## src/rtl/rr_grant_arbiter_pkg.sv

```systemverilog
// Shared arbiter types and helpers: FSM state type, count-width and one-hot-to-index functions.
package rr_grant_arbiter_pkg;

  typedef enum logic {
    IDLE = 1'b0,
    BUSY = 1'b1
  } arb_state_e;

  // Widest requester vector any arbiter using these helpers may have.
  localparam int unsigned MaxReq = 32;

  // Bits needed to hold a population count of 0..n.
  function automatic int unsigned count_width(input int unsigned n);
    return $clog2(n + 1);
  endfunction

  // Index of the set bit of a one-hot (or zero) vector; zero input yields 0.
  function automatic int unsigned onehot_to_idx(input logic [MaxReq-1:0] onehot);
    int unsigned idx;
    idx = 0;
    for (int i = 0; i < MaxReq; i++) begin
      if (onehot[i]) idx = idx | unsigned'(i);
    end
    return idx;
  endfunction

endpackage

```

## src/rtl/rr_grant_arbiter_if.sv

```systemverilog
// Request/grant bundle between the requesters (master) and the arbiter (slave).
interface rr_grant_arbiter_if
  import rr_grant_arbiter_pkg::*;
#(
  parameter int unsigned N = 8
);

  localparam int unsigned IW = $clog2(N);
  localparam int unsigned CW = count_width(N);

  logic [N-1:0]  req;
  logic          release_i;
  logic [N-1:0]  grant;
  logic          grant_vld;
  logic [IW-1:0] grant_idx;
  logic [CW-1:0] req_count;
  logic          timeout;

  modport master (
    output req,
    output release_i,
    input  grant,
    input  grant_vld,
    input  grant_idx,
    input  req_count,
    input  timeout
  );

  modport slave (
    input  req,
    input  release_i,
    output grant,
    output grant_vld,
    output grant_idx,
    output req_count,
    output timeout
  );

endinterface

```

## src/rtl/rr_grant_arbiter_pick.sv

```systemverilog
// Combinational masked round-robin picker: first request at/after ptr, skipping excluded bits.
module rr_grant_arbiter_pick
  import rr_grant_arbiter_pkg::*;
#(
  parameter int unsigned N = 8
) (
  input  logic [N-1:0]         req,
  input  logic [$clog2(N)-1:0] ptr,
  input  logic [N-1:0]         excl,
  output logic [N-1:0]         onehot,
  output logic [$clog2(N)-1:0] idx,
  output logic                 any
);

  localparam int unsigned IW = $clog2(N);

  logic [N-1:0] w_masked;
  logic [N-1:0] w_rot;
  logic         w_found;
  int unsigned  w_off;
  int unsigned  w_pos;
  logic [N-1:0] w_onehot;

  // Rotate the masked requests so ptr lands on bit 0, then find-first-set and rotate back.
  always_comb begin
    w_masked = req & ~excl;
    w_rot    = N'({w_masked, w_masked} >> ptr);
    w_found  = 1'b0;
    w_off    = 0;
    for (int i = 0; i < N; i++) begin
      if (!w_found && w_rot[i]) begin
        w_found = 1'b1;
        w_off   = unsigned'(i);
      end
    end
    w_pos = w_off + 32'(ptr);
    if (w_pos >= N) w_pos = w_pos - N;
    w_onehot = w_found ? ({{(N-1){1'b0}}, 1'b1} << w_pos) : '0;
  end

  assign onehot = w_onehot;
  assign idx    = IW'(onehot_to_idx(MaxReq'(w_onehot)));
  assign any    = w_found;

endmodule

```

## src/rtl/rr_grant_arbiter.sv

```systemverilog
// Round-robin arbiter: registered one-hot grant held until release, grantee drop or timeout.
module rr_grant_arbiter
  import rr_grant_arbiter_pkg::*;
#(
  parameter int unsigned N        = 8,
  parameter int unsigned MAX_HOLD = 16
) (
  input  logic             clk,
  input  logic             rst_n,
  rr_grant_arbiter_if.slave bus
);

  localparam int unsigned IW = $clog2(N);
  localparam int unsigned CW = count_width(N);
  // Counter only has to reach MAX_HOLD-1, the cycle that forces release.
  localparam int unsigned HW = (MAX_HOLD > 1) ? $clog2(MAX_HOLD) : 1;
  localparam logic [HW-1:0] HoldLast = HW'(MAX_HOLD - 1);

  arb_state_e    r_state, w_state_nxt;
  logic [IW-1:0] r_ptr, w_ptr_nxt;
  logic [N-1:0]  r_grant, w_grant_nxt;
  logic [IW-1:0] r_idx, w_idx_nxt;
  logic [HW-1:0] r_hold, w_hold_nxt;
  logic          r_timeout, w_timeout_nxt;
  logic [CW-1:0] r_req_count;

  logic [N-1:0]  w_req;
  logic          w_rel_in;
  logic          w_hold_last;
  logic          w_release;
  logic [IW-1:0] w_ptr_adv;
  logic [IW-1:0] w_pick_ptr;
  logic [N-1:0]  w_pick_excl;
  logic [N-1:0]  w_pick_oh;
  logic [IW-1:0] w_pick_idx;
  logic          w_pick_any;
  logic          w_grant_vld;

  assign w_req       = bus.req;
  assign w_rel_in    = bus.release_i;
  assign w_hold_last = (r_hold == HoldLast);
  assign w_release   = (r_state == BUSY) && (w_rel_in || !w_req[r_idx] || w_hold_last);
  assign w_ptr_adv   = (r_idx == IW'(N - 1)) ? '0 : r_idx + IW'(1);

  // On release the search starts just past the grantee and skips it, so a lone
  // requester that keeps asking sees one idle cycle before it is re-granted.
  assign w_pick_ptr  = w_release ? w_ptr_adv : r_ptr;
  assign w_pick_excl = w_release ? r_grant : '0;

  rr_grant_arbiter_pick #(
    .N (N)
  ) u_pick (
    .req    (w_req),
    .ptr    (w_pick_ptr),
    .excl   (w_pick_excl),
    .onehot (w_pick_oh),
    .idx    (w_pick_idx),
    .any    (w_pick_any)
  );

  // Next-state logic for the grant FSM, pointer and hold counter.
  always_comb begin
    w_state_nxt   = r_state;
    w_ptr_nxt     = r_ptr;
    w_grant_nxt   = r_grant;
    w_idx_nxt     = r_idx;
    w_hold_nxt    = r_hold;
    w_timeout_nxt = 1'b0;
    case (r_state)
      IDLE: begin
        if (w_pick_any) begin
          w_grant_nxt = w_pick_oh;
          w_idx_nxt   = w_pick_idx;
          w_hold_nxt  = '0;
          w_state_nxt = BUSY;
        end
      end
      BUSY: begin
        // Pulses even when release_i coincides with the forced release.
        w_timeout_nxt = w_hold_last;
        if (w_release) begin
          w_ptr_nxt  = w_ptr_adv;
          w_hold_nxt = '0;
          if (w_pick_any) begin
            w_grant_nxt = w_pick_oh;
            w_idx_nxt   = w_pick_idx;
          end else begin
            w_grant_nxt = '0;
            w_idx_nxt   = '0;
            w_state_nxt = IDLE;
          end
        end else if (!w_hold_last) begin
          w_hold_nxt = r_hold + HW'(1);
        end
      end
      default: begin
        w_state_nxt = IDLE;
        w_grant_nxt = '0;
        w_idx_nxt   = '0;
        w_hold_nxt  = '0;
      end
    endcase
  end

  // FSM, grant and hold-counter registers.
  always_ff @(posedge clk or negedge rst_n) begin
    if (!rst_n) begin
      r_state   <= IDLE;
      r_ptr     <= '0;
      r_grant   <= '0;
      r_idx     <= '0;
      r_hold    <= '0;
      r_timeout <= 1'b0;
    end else begin
      r_state   <= w_state_nxt;
      r_ptr     <= w_ptr_nxt;
      r_grant   <= w_grant_nxt;
      r_idx     <= w_idx_nxt;
      r_hold    <= w_hold_nxt;
      r_timeout <= w_timeout_nxt;
    end
  end

  // Registered request population, independent of the FSM.
  always_ff @(posedge clk or negedge rst_n) begin
    if (!rst_n) begin
      r_req_count <= '0;
    end else begin
      r_req_count <= CW'($countones(w_req));
    end
  end

  assign w_grant_vld   = |r_grant;
  assign bus.grant     = r_grant;
  assign bus.grant_vld = w_grant_vld;
  assign bus.grant_idx = r_idx;
  assign bus.req_count = r_req_count;
  assign bus.timeout   = r_timeout;

endmodule

```

## src/flat_wrapper.sv

```systemverilog
// flat-port wrapper written by rule: the top's interface ports become plain ports
module rr_grant_arbiter_flat import rr_grant_arbiter_pkg::*;
#(
  parameter int unsigned N        = 8,
  parameter int unsigned MAX_HOLD = 16
)
  (clk, rst_n, bus_req, bus_release_i, bus_grant, bus_grant_vld, bus_grant_idx, bus_req_count, bus_timeout);
  rr_grant_arbiter_if #(.N(N)) bus_i ();
  input  logic clk;
  input  logic rst_n;
  input wire logic [$bits(bus_i.req)-1:0] bus_req;
  input wire logic [$bits(bus_i.release_i)-1:0] bus_release_i;
  output wire logic [$bits(bus_i.grant)-1:0] bus_grant;
  output wire logic [$bits(bus_i.grant_vld)-1:0] bus_grant_vld;
  output wire logic [$bits(bus_i.grant_idx)-1:0] bus_grant_idx;
  output wire logic [$bits(bus_i.req_count)-1:0] bus_req_count;
  output wire logic [$bits(bus_i.timeout)-1:0] bus_timeout;
  assign bus_i.req = bus_req;
  assign bus_i.release_i = bus_release_i;
  assign bus_grant = bus_i.grant;
  assign bus_grant_vld = bus_i.grant_vld;
  assign bus_grant_idx = bus_i.grant_idx;
  assign bus_req_count = bus_i.req_count;
  assign bus_timeout = bus_i.timeout;
  rr_grant_arbiter #(.N(N), .MAX_HOLD(MAX_HOLD)) u_core (.clk(clk), .rst_n(rst_n), .bus(bus_i));
endmodule
```

## config.mk

```make
export PLATFORM = sky130hd
export DESIGN_NAME = rr_grant_arbiter_flat
export DESIGN_NICKNAME = d
export VERILOG_FILES = /design/src/rtl/rr_grant_arbiter_pkg.sv /design/src/rtl/rr_grant_arbiter_if.sv /design/src/rtl/rr_grant_arbiter_pick.sv /design/src/rtl/rr_grant_arbiter.sv /design/src/flat_wrapper.sv
export SDC_FILE = /design/constraint.sdc
export NUM_CORES = 1
export LEC_CHECK = 0
export CORE_AREA = 2 2 67 69
export CTS_BUF_LIST = sky130_fd_sc_hd__clkbuf_16
export DETAILED_ROUTE_END_ITERATION = 7
export DIE_AREA = 0 0 69 71
export GPL_ROUTABILITY_DRIVEN = 0
export GPL_TIMING_DRIVEN = 0
export HOLD_SLACK_MARGIN = 0.06
export PLACE_DENSITY = 0.8
export RECOVER_POWER = 50
export SYNTH_ARGS = -nofsm -noshare
export SYNTH_HDL_FRONTEND = slang
export SYNTH_SLANG_ARGS = --single-unit
```

## constraint.sdc

```tcl
create_clock -name clk -period 7.12 [get_ports clk]
set_input_delay 1.424 -clock clk [delete_from_list [all_inputs] [get_ports clk]]
set_output_delay 1.424 -clock clk [all_outputs]
set_load 0.02 [all_outputs]
```

Word-level counts from Yosys, hierarchy flattened
Cells that the tools add are included.
{"block": "classes", "addsub": 11, "n_lt_le_gt_ge": 2, "eq_ne": 5, "shifts": 2, "muxes": 45, "bitwise": 3, "reduce_logical": 21}
{"cell": "$mux 32", "n": 4}
{"cell": "$mux 8", "n": 5}
{"cell": "$add 32x3->32", "n": 1}
{"cell": "$ge 32x4->1 const B", "n": 1}
{"cell": "$shl 1x32->8 const A", "n": 1}
{"cell": "$sub 32x4->32 const B", "n": 1}
{"cell": "$mux 3", "n": 10}
{"cell": "$pmux 8 s2", "n": 1}
{"cell": "$shr 16x3->8", "n": 1}
{"cell": "$mux 1", "n": 14}
{"cell": "$add 4x4->4", "n": 3}
{"cell": "$mux 4", "n": 3}
{"cell": "$add 1x1->2", "n": 4}
{"cell": "$and 8x8->8", "n": 1}
{"cell": "$logic_and 1x1->1", "n": 8}
{"cell": "$logic_not 1->1", "n": 8}
{"cell": "$mux 2", "n": 4}
{"cell": "$not 8->8", "n": 1}
{"cell": "$pmux 4 s2", "n": 1}
{"cell": "$reduce_or 8->1", "n": 1}
{"cell": "$pmux 3 s2", "n": 1}
{"cell": "$add 4x1->4 const B", "n": 1}
{"cell": "$eq 4x4->1 const B", "n": 1}
{"cell": "$lt 3x4->1 const B", "n": 1}
{"cell": "other kinds (9)", "n": 12}
{"block": "totals", "ff_bits": 24, "inputBits": 11, "output_inout_bits": 17, "wordCells": 96}

Longest topological paths before layout
{"block": "logic_depth", "word_depth": 47, "depth_mapped": 17, "mapped_depth_nobuf": 16}

By module
Synthesis repeated with hierarchy kept, for this count alone.
{"block": "unflattened", "hier_cells": 196, "area_unflattened_um2": 2114.5}
{"mod": "rr_grant_arbiter", "n_inst": 1, "cells_per_inst": 118, "area_per_inst_um2": 1388.8, "seq_area_each_um2": 600.6}
{"mod": "rr_grant_arbiter_pick", "n_inst": 1, "cells_per_inst": 78, "area_per_inst_um2": 725.7, "seq_area_each_um2": 0.0}

Worst setup path after synthesis
Ideal clock, no wire load.
{"block": "synth_timing", "path_type": "input -> register", "startpoint": "input port bus_req[7]", "endpoint": "register u_core.r_grant[2] (netlist: u_core.bus.grant[2])", "setup_time_ps": 78, "arrival_ps": 4783, "required_ps": 7042, "path_slack_ps": 2259, "path_stages": 15, "n_path_buf": 1, "cell_sequence": "mux2_2 o22a_1 buf_2 a31oi_4 mux2i_2 nor2_1 a211oi_2 o31ai_1 a22oi_1 o22ai_1 ha_1 fa_1 xnor2_1 nand3_1 o2bb2ai_1"}
{"block": "synth_via", "elab_chain_len": 40, "word_cells_on_any_way": 53}
{"element": "from (decl)", "line_no": "flat_wrapper.sv:11", "source": "input wire logic [$bits(bus_i.req)-1:0] bus_req;"}
{"element": "$bmux 1 s3", "line_no": "rr_grant_arbiter.sv:42", "source": "assign w_release = (r_state == BUSY) && (w_rel_in || !w_req[r_idx] || w_hold_last);"}
{"element": "$mux 1 (not written as such)", "line_no": "rr_grant_arbiter.sv:42"}
{"element": "$logic_not 1->1", "line_no": "rr_grant_arbiter.sv:42"}
{"element": "$logic_or 1x1->1 (2 in a row)", "line_no": "rr_grant_arbiter.sv:42"}
{"element": "$logic_and 1x1->1", "line_no": "rr_grant_arbiter.sv:42"}
{"element": "$mux 8", "line_no": "rr_grant_arbiter.sv:48", "source": "assign w_pick_excl = w_release ? r_grant : '0;"}
{"element": "$not 8->8", "line_no": "rr_grant_arbiter_pick.sv:26", "source": "w_masked = req & ~excl;"}
{"element": "$and 8x8->8", "line_no": "rr_grant_arbiter_pick.sv:26"}
{"element": "[... 23 more ...]"}
{"element": "$add 32x3->32", "line_no": "rr_grant_arbiter_pick.sv:36", "source": "w_pos = w_off + 32'(ptr);"}
{"element": "$sub 32x4->32 or $ge 32x4->1 (tied branches)", "line_no": "rr_grant_arbiter_pick.sv:37", "source": "if (w_pos >= N) w_pos = w_pos - N;"}
{"element": "$mux 32", "line_no": "rr_grant_arbiter_pick.sv:37"}
{"element": "$shl 1x32->8", "line_no": "rr_grant_arbiter_pick.sv:38", "source": "w_onehot = w_found ? ({{(N-1){1'b0}}, 1'b1} << w_pos) : '0;"}
{"element": "$mux 8", "line_no": "rr_grant_arbiter_pick.sv:38"}
{"element": "$mux 8", "line_no": "rr_grant_arbiter.sv:84", "source": "if (w_pick_any) begin"}
{"element": "$mux 8", "line_no": "rr_grant_arbiter.sv:81", "source": "if (w_release) begin"}
{"element": "$pmux 8 s2", "line_no": "rr_grant_arbiter.sv:69", "source": "case (r_state)"}
{"element": "to (signal assigned)", "line_no": "rr_grant_arbiter.sv:117", "source": "r_grant <= w_grant_nxt;"}
{"element": "to (decl)", "line_no": "rr_grant_arbiter.sv:21", "source": "logic [N-1:0] r_grant, w_grant_nxt;"}
Several ways; a longest one is shown, not always the timed one. The select of a mux whose other input is x is not followed.
A chain may end at the register's enable or synchronous reset.

Final worst setup path
{"block": "layout_timing", "startpoint": "input port bus_req[5]", "endpoint": "register u_core.r_grant[3] (netlist: u_core.bus.grant[3])"}
{"block": "layout_via", "word_cells_on_any_way": 53}
{"element": "$bmux 1 s3 (*)", "line_no": "rr_grant_arbiter.sv:42"}
{"element": "$mux 1 (not written as such) (*)", "line_no": "rr_grant_arbiter.sv:42"}
{"element": "$logic_not 1->1 (*)", "line_no": "rr_grant_arbiter.sv:42"}
{"element": "$logic_or 1x1->1 (*) (2 in a row)", "line_no": "rr_grant_arbiter.sv:42"}
{"element": "$logic_and 1x1->1 (*)", "line_no": "rr_grant_arbiter.sv:42"}
{"element": "$mux 3 (*)", "line_no": "rr_grant_arbiter.sv:47", "source": "assign w_pick_ptr = w_release ? w_ptr_adv : r_ptr;"}
{"element": "via u_core.u_pick.ptr[1]", "line_no": "rr_grant_arbiter_pick.sv:8", "source": "input logic [$clog2(N)-1:0] ptr,"}
{"element": "$shr 16x3->8", "line_no": "rr_grant_arbiter_pick.sv:27", "source": "w_rot = N'({w_masked, w_masked} >> ptr);"}
{"element": "[... 22 more ...]"}
{"element": "$add 32x3->32", "line_no": "rr_grant_arbiter_pick.sv:36"}
{"element": "$sub 32x4->32 or $ge 32x4->1 (tied branches)", "line_no": "rr_grant_arbiter_pick.sv:37"}
{"element": "$mux 32", "line_no": "rr_grant_arbiter_pick.sv:37"}
{"element": "$shl 1x32->8", "line_no": "rr_grant_arbiter_pick.sv:38"}
{"element": "$mux 8", "line_no": "rr_grant_arbiter_pick.sv:38"}
{"element": "$mux 8", "line_no": "rr_grant_arbiter.sv:84"}
{"element": "$mux 8", "line_no": "rr_grant_arbiter.sv:81"}
{"element": "$pmux 8 s2", "line_no": "rr_grant_arbiter.sv:69"}
The timed path passes the listed nets; every way through them passes the cells marked *. The select of a mux whose other input is x is not followed.

==> results.yml <==
run_status:
  outcome: "finished, final reports clean"
run:
  drv_cap: 0
synth:
  netlist_instances: 264
  synthXorXnorAreaFrac_pct: 1.12
  synth_adder_area_share_pct: 10.2
  synth-edff-count: 0
  yosysMostFrequentCell: "dfrtp_1"
  synth_cell_types: 58
  synth_common_cells: "24 x dfrtp_1, 23 x nor2_1, 20 x nand2_1, 18 x nand3_1, 17 x mux2i_1"
  seq_area_frac_synth_pct: 25.7
  synth-compound-area-share_pct: 28.1
  synth_area_per_cell_um2: 8.86
  ys.flop_type: "dfrtp_1"
  ys_ff_latch: 24
  yosys.area_share.simple_pct: 18.8
  syn_nets: 291
  synth_top_family_by_area: "compound AO/OA/AOI/OAI gates"
  yosys_warnings: 0
  postSynth.asyncResetShare_pct: 100
  synth_top_area_cell: "dfrtp_1"
  ys_top_cells_by_area: "dfrtp_1 26%, mux2i_1 7.3%, ha_1 5.9%"
  synthesis.area_mm2: 0.00234
  synth_top_area_share_pct: 25.7
  muxShareOfSynthArea_pct: 11.2
drt:
  drtAntennaViolNets: 0
  wire_per_inst_um: 17.9
  drc: 0
  drtIter0Drc: 253
  wirelength_um: 6210
  viasPerCell: 6.47
  vias: 2245
  drt_pass1_iterations: 5
clocking:
  clkTransAtPathRegs_ns: 0.07
  numCtsBuffers: 3
  cts_buffer_depth: 2
  cts_tree: "done"
  clk_latency_ns: 0.27
  hold_buffers: 0
  cts_post_setup_buffers_inserted: 0
  cts-htree-levels: 1
  cts_resized: 0
  cts_root_buf: "clkbuf_16"
  clkSinkCount: 24
setup_path:
  path_max_fanout: 10
  rrSetupSlack_ns: 2.39
  crit_type: "input pin to flip-flop"
  end_kind: "flip-flop"
  timing.rr.end: "u_core.bus.grant[3]"
  r2r_start: "u_core.bus.grant_idx[2]"
  r2r.worst_path.cells: 15
  start_kind: "input pin"
  required_ns: 7.31
  cp.arrival_ns: 6.19
floorplan:
  rows: 24
  design.die.area_mm2: 0.00490
  die_w_um: 69
  die_h_um: 71
  start_util_pct: 55.6
  io_pins: 28
  core-area_mm2: 0.00420
grt:
  grt_max_degree: 25
  grt_pass1_vias: 2186
  antenna_found_initial: 0
  grt_pass1_wl_um: 10500
  grt_overflow_total: 0
  grt.total_usage_pct: 26.3
timing:
  worstMarginPinSlew_ns: 1.10
  rsz0062_at_grt: "no"
  fmaxAchievable_ghz: 0.167
  finalCriticalPeriod_ns: 6.00
  finClkSkew_ns: 0.00147
  hold_viol: 0
  setup-violations-final: 0
  max_slew_margin_pct: 26.1
  slew_violations: 0
  fin_tns_setup_ns: 0
  min_period_over_period_pct: 84.3
hold_path:
  min_delay_worst_endpoint: "u_core.r_hold[1]"
  min_path_cells: 1
  worstHoldStart: "u_core.r_hold[1]"
  hold_path_class: "flip-flop to flip-flop"
placement:
  post-dp-hpwl_um: 4800
  place_inst: 343
  io_buffers: 27
final_layout:
  layout-drive-gt1-share_pct: 9.15
  syn2layout_area_growth_pct: 18.8
  antenna_cells: 0
  nNetsFinal: 323
  layout.cells.non_filler: 347
==> kinds of logic (layout without fill, tap and decap cells) <==
| logic type | Yosys count | in the layout |
|---|---|---|
| simple gates | 91 | 91 |
| compound gates | 79 | 79 |
| buf+inv | 27 | 58 |
| mux | 24 | 24 |
| flops | 24 | 24 |
| fa+ha+maj | 16 | 16 |
| xor+xnor | 3 | 3 |
==> sequential cells by signal, indices dropped and copies added (netlist names) <==
signal                count
u_core.r_hold             4
u_core.bus.grant          8
u_core.bus.grant_idx      3
u_core.r_state            1
u_core.bus.req_count      4
u_core.r_ptr              3
u_core.bus.timeout        1
==> worst max path at each step <==
stage,from,endpoint,slack (ns),cells past startpoint
floorplan,bus_req[7],u_core.bus.grant[2],2.26,15
global placement,bus_req[5],u_core.bus.grant[2],0.99,15
detailed placement,bus_req[5],u_core.bus.grant[3],0.91,15
CTS,bus_req[5],u_core.bus.grant[3],1.19,15
global route,bus_req[5],u_core.bus.grant[3],0.83,15
finish,bus_req[5],u_core.bus.grant[3],1.12,15
==> critical path: stages <==
cell,delay (ns)
clkdlybuf4s50_1,0.66
mux2i_1,0.17
a22o_1,0.31
o31ai_4,0.46
mux2i_4,0.56
clkinv_2,0.27
mux2i_1,0.18
a22o_1,0.23
o32ai_4,0.39
o22ai_1,0.16
ha_1,0.23
fa_1,0.42
xnor2_1,0.43
nand3_1,0.13
o2bb2ai_1,0.15
==> routing by layer <==
| layer | track usage, % | part of all wire, % | vias up |
|---|---|---|---|
| met3 | 3.13 | 6.6 | 14 |
| met5 | 0 | 0 | - |
| met2 | 44.9 | 48 | 113 |
| met4 | 9.80 | 2.5 | 0 |
| li1 | - | - | 1067 |
| met1 | 34.4 | 43 | 1051 |
==> layout make-up <==
cell class                      instances  area (um2)
Multi-Input combinational cell        213        1620
Fill cell                             355        1430
Sequential cell                        24         601
Timing Repair Buffer                   27         270
Clock buffer                            3        75.1
Inverter                               17        65.1
Tap cell                               52        65.1
Buffer                                 10        48.8
Clock inverter                          1        30.0
==> per-stage QoR <==
step | area [um2] | hold slack, ns | util (%) | setup WS, ns
final | 2780 | 0.535 | 66.1 | 1.12
after global routing | 2780 | 0.552 | 66.1 | 0.831
after CTS | 2780 | 0.532 | 66.1 | 1.19
after detailed placement | 2670 | 0.516 | 63.6 | 0.910
after global placement | 2670 | 0.506 | 63.6 | 0.991
after floorplan | 2340 | 0.492 | - | 2.26
==> placed cells by master (no fill, tap or decap), drive strengths merged, types with 3 or more instances in the layout <==
master	n
dfrtp	24
nor2	23
nand2	20
clkdlybuf4s50	19
mux2i	19
nand3	18
inv	16
o2bb2ai	13
o21ai	13
ha	11
a31oi	9
nor3	8
dlygate4sd3	8
o22ai	8
clkbuf	8
mux2	5
a21oi	5
fa	5
o31ai	5
buf	5
nand3b	4
nor3b	4
nand2b	3
nor2b	3
a22o	3
a32o	3
a22oi	3
o32ai	3
Power is not shown: default switching activity piles up to over one toggle a cycle in this logic, so the estimate is an artifact.
